==> src/rtl/io_handshake_ctrl.sv <==
// Switch handshake controller: synchronises and debounces SW[8], stalls the PC
// during wait instructions and captures the switch operand on a wait-high grant.
module io_handshake_ctrl #(
    parameter int n         = 8,
    parameter int db_cycles = 4,
    parameter int cw        = 3
) (
    input  logic         clk,
    input  logic         reset,
    input  logic [n-1:0] sw_data,
    input  logic         sw_ready,
    input  logic         wait_req,
    input  logic         wait_level,
    output logic         stall,
    output logic         in_valid,
    output logic [n-1:0] in_data,
    output logic         ready_db
);

    localparam logic [cw-1:0] CNT_LAST = cw'(db_cycles - 1);
    localparam logic [cw-1:0] CNT_ZERO = {cw{1'b0}};
    localparam logic [cw-1:0] CNT_ONE  = cw'(1);

    typedef enum logic [1:0] {
        ST_IDLE  = 2'd0,
        ST_WAIT  = 2'd1,
        ST_GRANT = 2'd2
    } state_t;

    logic          s1_r;
    logic          ready_sync_r;
    logic          ready_db_r;
    logic [cw-1:0] count_r;
    logic [n-1:0]  in_data_r;
    state_t        state_r;
    state_t        next_state_s;
    logic          capture_s;

    // Two-flop synchroniser for the asynchronous handshake switch.
    always_ff @(posedge clk) begin
        if (reset) begin
            s1_r         <= 1'b0;
            ready_sync_r <= 1'b0;
        end else begin
            s1_r         <= sw_ready;
            ready_sync_r <= s1_r;
        end
    end

    // Debounce: the level must differ for db_cycles consecutive edges to be accepted.
    always_ff @(posedge clk) begin
        if (reset) begin
            ready_db_r <= 1'b0;
            count_r    <= CNT_ZERO;
        end else if (ready_sync_r == ready_db_r) begin
            count_r    <= CNT_ZERO;
        end else if (count_r == CNT_LAST) begin
            ready_db_r <= ready_sync_r;
            count_r    <= CNT_ZERO;
        end else begin
            count_r    <= count_r + CNT_ONE;
        end
    end

    // FSM state register.
    always_ff @(posedge clk) begin
        if (reset) begin
            state_r <= ST_IDLE;
        end else begin
            state_r <= next_state_s;
        end
    end

    // Next-state logic; capture only happens on the WAIT->GRANT edge of a wait-high.
    always_comb begin
        next_state_s = ST_IDLE;
        capture_s    = 1'b0;
        case (state_r)
            ST_IDLE: begin
                if (wait_req) begin
                    next_state_s = ST_WAIT;
                end else begin
                    next_state_s = ST_IDLE;
                end
            end
            ST_WAIT: begin
                if (!wait_req) begin
                    next_state_s = ST_IDLE;
                end else if (ready_db_r == wait_level) begin
                    next_state_s = ST_GRANT;
                    capture_s    = wait_level;
                end else begin
                    next_state_s = ST_WAIT;
                end
            end
            ST_GRANT: begin
                next_state_s = ST_IDLE;
            end
            default: begin
                next_state_s = ST_IDLE;
            end
        endcase
    end

    // Captured operand register feeding the ALU switch input.
    always_ff @(posedge clk) begin
        if (reset) begin
            in_data_r <= {n{1'b0}};
        end else if (capture_s) begin
            in_data_r <= sw_data;
        end else begin
            in_data_r <= in_data_r;
        end
    end

    // PC control: stall must drop in GRANT so the PC advances on the in_valid cycle.
    always_comb begin
        stall    = 1'b0;
        in_valid = 1'b0;
        if (state_r == ST_GRANT) begin
            in_valid = 1'b1;
            stall    = 1'b0;
        end else begin
            in_valid = 1'b0;
            stall    = wait_req;
        end
    end

    assign in_data  = in_data_r;
    assign ready_db = ready_db_r;

endmodule

==> config.mk <==
export PLATFORM = sky130hd
export DESIGN_NAME = io_handshake_ctrl
export DESIGN_NICKNAME = d
export VERILOG_FILES = /design/src/rtl/io_handshake_ctrl.sv
export SDC_FILE = /design/constraint.sdc
export NUM_CORES = 1
export LEC_CHECK = 0
export CAP_MARGIN = 5
export CORE_MARGIN = 10
export CORE_UTILIZATION = 42
export DETAILED_ROUTE_END_ITERATION = 8
export GPL_TIMING_DRIVEN = 0
export PLACE_DENSITY = 0.82
export RECOVER_POWER = 25
export SYNTH_ARGS = -nofsm -noshare
export SYNTH_HDL_FRONTEND = slang
export SYNTH_SLANG_ARGS = --single-unit
export TNS_END_PERCENT = 50
==> constraint.sdc <==
create_clock -name clk -period 1.3 [get_ports clk]
set_input_delay 0.26 -clock clk [delete_from_list [all_inputs] [get_ports clk]]
set_output_delay 0.26 -clock clk [all_outputs]
set_load 0.05 [all_outputs]
# Word-level counts from Yosys, hierarchy flattened
# Index checks and enable logic that the tools add are counted.
dict set report totals {
  out_inout_bits 11
  inputBits 13
  regBits 16
}
dict set report op_classes {
  n_eq_ne 5
  n_mux 9
  n_addsub 1
  reduce_logical 3
  n_bitwise 1
}
# operator n
set op_table {}
lappend op_table {{1-bit 2-to-1 mux} 6}
lappend op_table {{2-bit 2-to-1 mux} 2}
lappend op_table {{2-bit one-hot mux with 2 select lines} 1}
lappend op_table {{3-bit by 1-bit adder with 3-bit output, second input constant} 1}
lappend op_table {{3-bit by 2-bit equality test with 1-bit output, second input constant} 1}
lappend op_table {{3-bit OR reduction} 1}
lappend op_table {{1-bit equality test} 2}
lappend op_table {{2-bit by 1-bit equality test with 1-bit output, second input constant} 1}
lappend op_table {{2-bit equality test, second input constant} 1}
lappend op_table {{2-bit logical NOT} 1}
lappend op_table {{2-bit AND reduction} 1}
lappend op_table {{1-bit NOT} 1}

# Depth between registers and ports, before layout
# Gate-level depths: netlist (run 1).
dict set report depth {
  word_depth 4
  ltp_mapped 4
  depth_no_buf 4
}

# Least setup slack after synthesis (run 1)
# No wires, ideal clock.
dict set report synth_timing {
  kind {register -> output}
  startpoint {reg state_r[1]}
  endpoint {out stall}
  setup_slack_ns -0.478
  t_arrival_ns 1.518
  path_stages_with_launch 3
  cell_sequence {dfxtp_1 > nor2b_1 > nor2b_1}
}
dict set report synth_via {
  elab_chain_cells 2
}
# element line_no
set synth_lines {}
lappend synth_lines {{start: declaration} 35} ;# state_t state_r;
lappend synth_lines {{start signal: assignment} 70} ;# state_r <= next_state_s;
lappend synth_lines {{2-bit equality test} 120} ;# if (state_r == ST_GRANT) begin
lappend synth_lines {{1-bit 2-to-1 mux} 120}
lappend synth_lines {{end: declaration} 14} ;# output logic stall,
# Every way passes these cells.

# Worst setup path after layout (run 1)
# Ends and elaborated chain as after synthesis.

==> results of run 1 <==
## cells in the final DEF, fill, tap and decap left out
cell type / instances
nand2b_1: 16
dfxtp_1: 13
clkdlybuf4s50_1: 11
mux2i_1: 9
clkdlybuf4s15_2: 8
ha_1: 3
clkbuf_4: 3
dfxtp_2: 3
inv_1: 2
buf_2: 2
buf_6: 2
nor4_1: 2
nor2b_1: 2
nor2b_4: 1
nor2b_2: 1
or3b_4: 1
nor3b_2: 1
clkbuf_1: 1
and4b_1: 1
xnor2_1: 1
nor4b_2: 1
a21oi_1: 1
nor2_1: 1
dlygate4sd2_1: 1
buf_4: 1
## layer usage
metal,vias up,share of wire (%),track usage (%)
met5,-,0,0
met4,0,1.9,5.77
met3,2,5.2,2.75
met2,8,56,14.3
met1,229,37,7.99
li1,260,-,-
## state kept, by name (all words and copies together), names as in the netlist
| register | flops |
|---|---|
| in_data | 8 |
| ready_db | 1 |
| ready_sync_r | 1 |
| state_r | 2 |
| count_r | 3 |
| s1_r | 1 |
## kinds of logic (layout without fill, tap and decap cells)
logic type               count (synthesis)  after routing
AND/OR/NAND/NOR                         27             27
flip-flops                              16             16
multiplexers                             9              9
adder cells (fa/ha/maj)                  3              3
buffers and inverters                    5             31
AO/OA/AOI/OAI                            1              1
XOR/XNOR                                 1              1
## report_power, final
| group | leakage (uW) | total [uW] | switching [uW] | internal, uW |
|---|---|---|---|---|
| registers | 0.000131 | 501 | 4.37 | 496 |
| logic | 0.000215 | 89.3 | 33.2 | 56.1 |
| clock network | 0.0000138 | 247 | 140 | 107 |
## final cells by class
cell class	count	area [um^2]	area share, %
Buffer	3	20.0	2.07
Clock buffer	3	22.5	2.33
Inverter	2	7.51	0.775
Multi-Input combinational cell	41	342	35.3
Sequential cell	16	324	33.5
Tap cell	16	20.0	2.07
Timing Repair Buffer	23	233	24.0
## worst max-delay path: stages, from the launching register on
cell,delay (ns)
dfxtp_2,0.33
nor2b_4,0.12
nor2b_2,0.11
buf_6,0.16
## through the flow
| stage | total power (uW) | setup TNS (ns) |
|---|---|---|
| 2_1_floorplan | 551 | -0.0406 |
| 3_3_place_gp | 598 | -3.57 |
| 3_5_place_dp | 600 | -4.04 |
| 4_1_cts | 847 | -0.00484 |
| 5_1_grt | 879 | -0.0339 |
| 6_report | 837 | 0 |
## how the worst max path moves through the flow
stage          startpoint    end  slack [ns]  cells after the start
4_1_cts        state_r[1]  stall      -0.005                      3
2_1_floorplan  state_r[1]  stall       -0.04                      2
3_5_place_dp     wait_req  stall       -0.67                      3
5_1_grt        state_r[1]  stall       -0.03                      3
6_report       state_r[1]  stall        0.04                      3
3_3_place_gp     wait_req  stall       -0.65                      3
## timing repair
item | in CTS | in global routing
endpoints found under the hold margin | 0 | 0
resized for setup | 41 | 6
endpoints found under the setup margin | 11 | 4
buffers inserted | 0 | 0
==> run metrics, run 1 <==
outcome finished, final reports clean; Starting Density 44.7%; count of final hold-check violations 0; maximum fanout along the worst path 3; Util after Layout 64.3%; first-pass GRT wire length 2260 um; final worst setup slack 0.0409 ns; TritonCTS clock tree done; Synth Area in XOR/XNOR 1.30%; clock latency at the later pin of the worst-skew pair 0.27 ns; part of the Yosys area used for sequential elements 47.6%; average routed wire per standard cell 13.8 um; reg-to-reg critical path startpoint count_r[0]; critical path class reg2out; Setup crit start kind flop; vias in the first global route 504; largest net degree at the start of global routing 11; post-synth top area share 47.6%; Total Routing Usage GR 8.24%; Detailed Routing Iterations Pass 1 2; Syn Nets 78; core area 1510 um^2; Design Area, Final 968 um^2; IO buf count 23; CTS buffer count 3; gpl congestion 0.682; H-tree levels 1; Die Area 3600 um^2; Clock Pin Slew Worst Setup and Hold Paths 0.09 ns; antenna cell count 0; share of layout cells above drive strength 1 27.3%; Worst IR Drop VDD 0.000460 V; worst path required time 1.04 ns; combinational family with the most area after synthesis simple AND/OR/NAND/NOR gates; Ys Warns 0; leak pwr 0.000359 uW; #FFs+latches synth 16; placed cell count 101; # setup viols final 0; nets@finish 106; initial antenna violation count 0; Hold Buf Count CTS 0; dpl cell area 930 um^2; Post-synth top cells dfxtp_1, nand2b_1, mux2i_1; Synth cell types 17; fmax 794 MHz; Syn Inst Count 62; commonest register cell after synthesis dfxtp_1; largest cells by area after synthesis dfxtp_1, nand2b_1, mux2i_1; CTS Sinks 16; row count 14; WHS Endpoint ready_sync_r; Syn Area/Cell 10.9 um^2; Post-Route WL 1440 um; MaxCap Viol Count 0; DRC viols 0; Synth Cell Area 673 um^2; Pwr Density 865 nW/um^2; Hold Crit Depth 1; adder-cell share of the synthesized area 5.58%; Finished Layout Cells 104; via count 499; RSZ-0062 raised after global routing true; Detailed Route Iter0 Violations 3; CP Capture Type output pin; Worst Skew 0.00315 ns; clock root buffer clkbuf_4; Synth async-reset ratio 0%; grt ovf 0; Clock Path Buffers 2; critical path arrival 1.00 ns; number of flops mapped to enable cells by yosys 0; boundary pin count 24; crit share post-route 96.9%; reg2reg setup slack 0.10 ns; number of vias per cell 4.80; worst hold margin 0.441 ns; minimum clock period 1.26 ns; Simple-Gate Fraction of Synth Area 27.3%; DPL Wire Length 1150 um; post-synthesis mux area share 13.4%; Area growth syn-to-layout 43.9%; type of the worst min-delay path reg2reg; DP Worst Slack -0.665 ns; hold_sp s1_r; final-layout fill cell count 143; Die Width 60.0 um; Worst Tran Pin Value 0.433 ns; leading area contributor after synthesis dfxtp_1; Worst Reg-to-Reg Cells 3; Compound-Gate Fraction of Synth Area 0.743%; number of antenna-violating nets in the routed design 0; Die Height 60.0 um; Critical R2R Capture count_r[2]; Rel. slew slack 71.1%; Pins Over Slew Limit 0
Power figures use the tool's default switching activity.
==> run 2: changes to the inputs <==
==> constraint.sdc (replaced) <==
create_clock -name clk -period 1.3 [get_ports clk]
set_input_delay 0.195 -clock clk [delete_from_list [all_inputs] [get_ports clk]]
set_output_delay 0.195 -clock clk [all_outputs]
set_load 0.05 [all_outputs]
==> run 2 against run 1 <==
Against the previous run:
- sequential power about the same
- non-clock buffer count unchanged
- register-to-register slack about the same
- via count unchanged
- die area unchanged
- cell count unchanged
- cell area down 0.26%
- first-iteration DRC count unchanged
- setup slack better by 0.030 ns
- maximum frequency up 2.4%
==> run metrics, run 2 (synthesis results as in run 1) <==
vias in the first global route 504; Worst Tran Pin Value 0.436 ns; MaxCap Viol Count 0; Pins Over Slew Limit 0; Clock Pin Slew Worst Setup and Hold Paths 0.09 ns; minimum clock period 1.23 ns; most frequent cells in the layout nand2b_1, dfxtp_1, clkdlybuf4s50_1, mux2i_1, clkdlybuf4s15_2; number of antenna-violating nets in the routed design 0; Total Routing Usage GR 8.24%; reg-to-reg critical path startpoint count_r[0]; Clock Path Buffers 2; Hold Crit Depth 1; largest net degree at the start of global routing 11; DPL Wire Length 1150 um; Die Area 3600 um^2; grt ovf 0; critical path class reg2out; Area growth syn-to-layout 43.5%; boundary pin count 24; share of layout cells above drive strength 1 23.9%; Die Width 60.0 um; RSZ-0062 raised after global routing false; Detailed Route Iter0 Violations 3; FF/Latch Area 322 um^2; final-layout fill cell count 143; maximum fanout along the worst path 3; Setup crit start kind flop; initial antenna violation count 0; Post-Route WL 1440 um; number of vias per cell 4.80; critical path arrival 1.03 ns; count of final hold-check violations 0; TritonCTS clock tree done; Worst Reg-to-Reg Cells 3; crit share post-route 94.6%; WHS Endpoint ready_sync_r; row count 14; IO buf count 23; dpl cell area 930 um^2; CTS Sinks 16; outcome finished, final reports clean; first-pass GRT wire length 2260 um; nets@finish 106; # setup viols final 0; Util after Layout 64.1%; Rel. slew slack 70.9%; average routed wire per standard cell 13.8 um; reg2reg setup slack 0.10 ns; clock latency at the later pin of the worst-skew pair 0.27 ns; worst path required time 1.11 ns; via count 499; area of the multi-input gates 334 um^2; clock root buffer clkbuf_4; Hold Buf Count CTS 0; CP Capture Type output pin; core area 1510 um^2; Design Area, Final 966 um^2; H-tree levels 1; max FFs per register 8; Worst IR Drop VDD 0.000454 V; DRC viols 0; Die Height 60.0 um; type of the worst min-delay path reg2reg; antenna cell count 0; gpl congestion 0.682; hold_sp s1_r; Critical R2R Capture count_r[2]; Starting Density 44.7%; Worst Skew 0.00339 ns; Pwr Density 865 nW/um^2; CTS buffer count 3; fmax 814 MHz; Detailed Routing Iterations Pass 1 2; setup bufs post-CTS 0; most common cell after layout, fill and taps aside nand2b_1; worst hold margin 0.441 ns; leak pwr 0.000354 uW
==> run 2: worst max-delay path, cell delays in order (launching register included) <==
cell and delay, ns:
dfxtp_1 0.34, nor2b_2 0.17, clkbuf_4 0.25
==> run 2: final cells by class <==
cell class              instances  area share [%]
plain buffers                   3            2.07
repair buffers                 23            24.9
inverters                       2           0.777
clock buffers                   3            2.33
flip-flops and latches         16            33.3
well taps                      16            2.07
multi-input cells              41            34.6
==> run 2: timing repair <==
| action | CTS | global route |
|---|---|---|
| cloned | 0 | 0 |
| pin swaps | 0 | 0 |
| gates resized for setup | 38 | 3 |
| endpoints found under the setup margin | 11 | 3 |
| hold endpoints to repair | 0 | 0 |
==> run 2: worst max-delay path by stage <==
stage / from / to / slack [ns] / cells past startpoint
floorplan: state_r[1] / stall / 0.02 / 2
global placement: wait_req / stall / -0.52 / 3
detailed placement: wait_req / stall / -0.54 / 3
CTS: state_r[1] / in_valid / 0.02 / 2
global route: state_r[1] / stall / 0.001 / 3
finish: state_r[1] / in_valid / 0.07 / 2
==> run 2: through the flow <==
stage / std cells / worst slack [ns] / total power [uW] / TNS, ns
after global routing: 104 / 0.00129 / 877 / 0
after CTS: 104 / 0.0237 / 846 / 0
after global placement: 101 / -0.519 / 598 / -1.81
after detailed placement: 101 / -0.535 / 600 / -2.25
final: 104 / 0.0708 / 835 / 0
after floorplan: 62 / 0.0244 / 551 / 0
==> run 2: power breakdown <==
group | total (uW) | internal, uW | switching (uW)
logic | 88.6 | 55.4 | 33.2
registers | 500 | 496 | 3.63
clock network | 247 | 107 | 140
==> run 2: per-layer routing <==
layer	GRT usage [%]	vias up	part of all wire, %
met5	0	-	0
met4	5.77	0	1.9
met3	2.75	2	5.2
met2	14.3	8	55
met1	7.99	230	37
li1	-	259	-
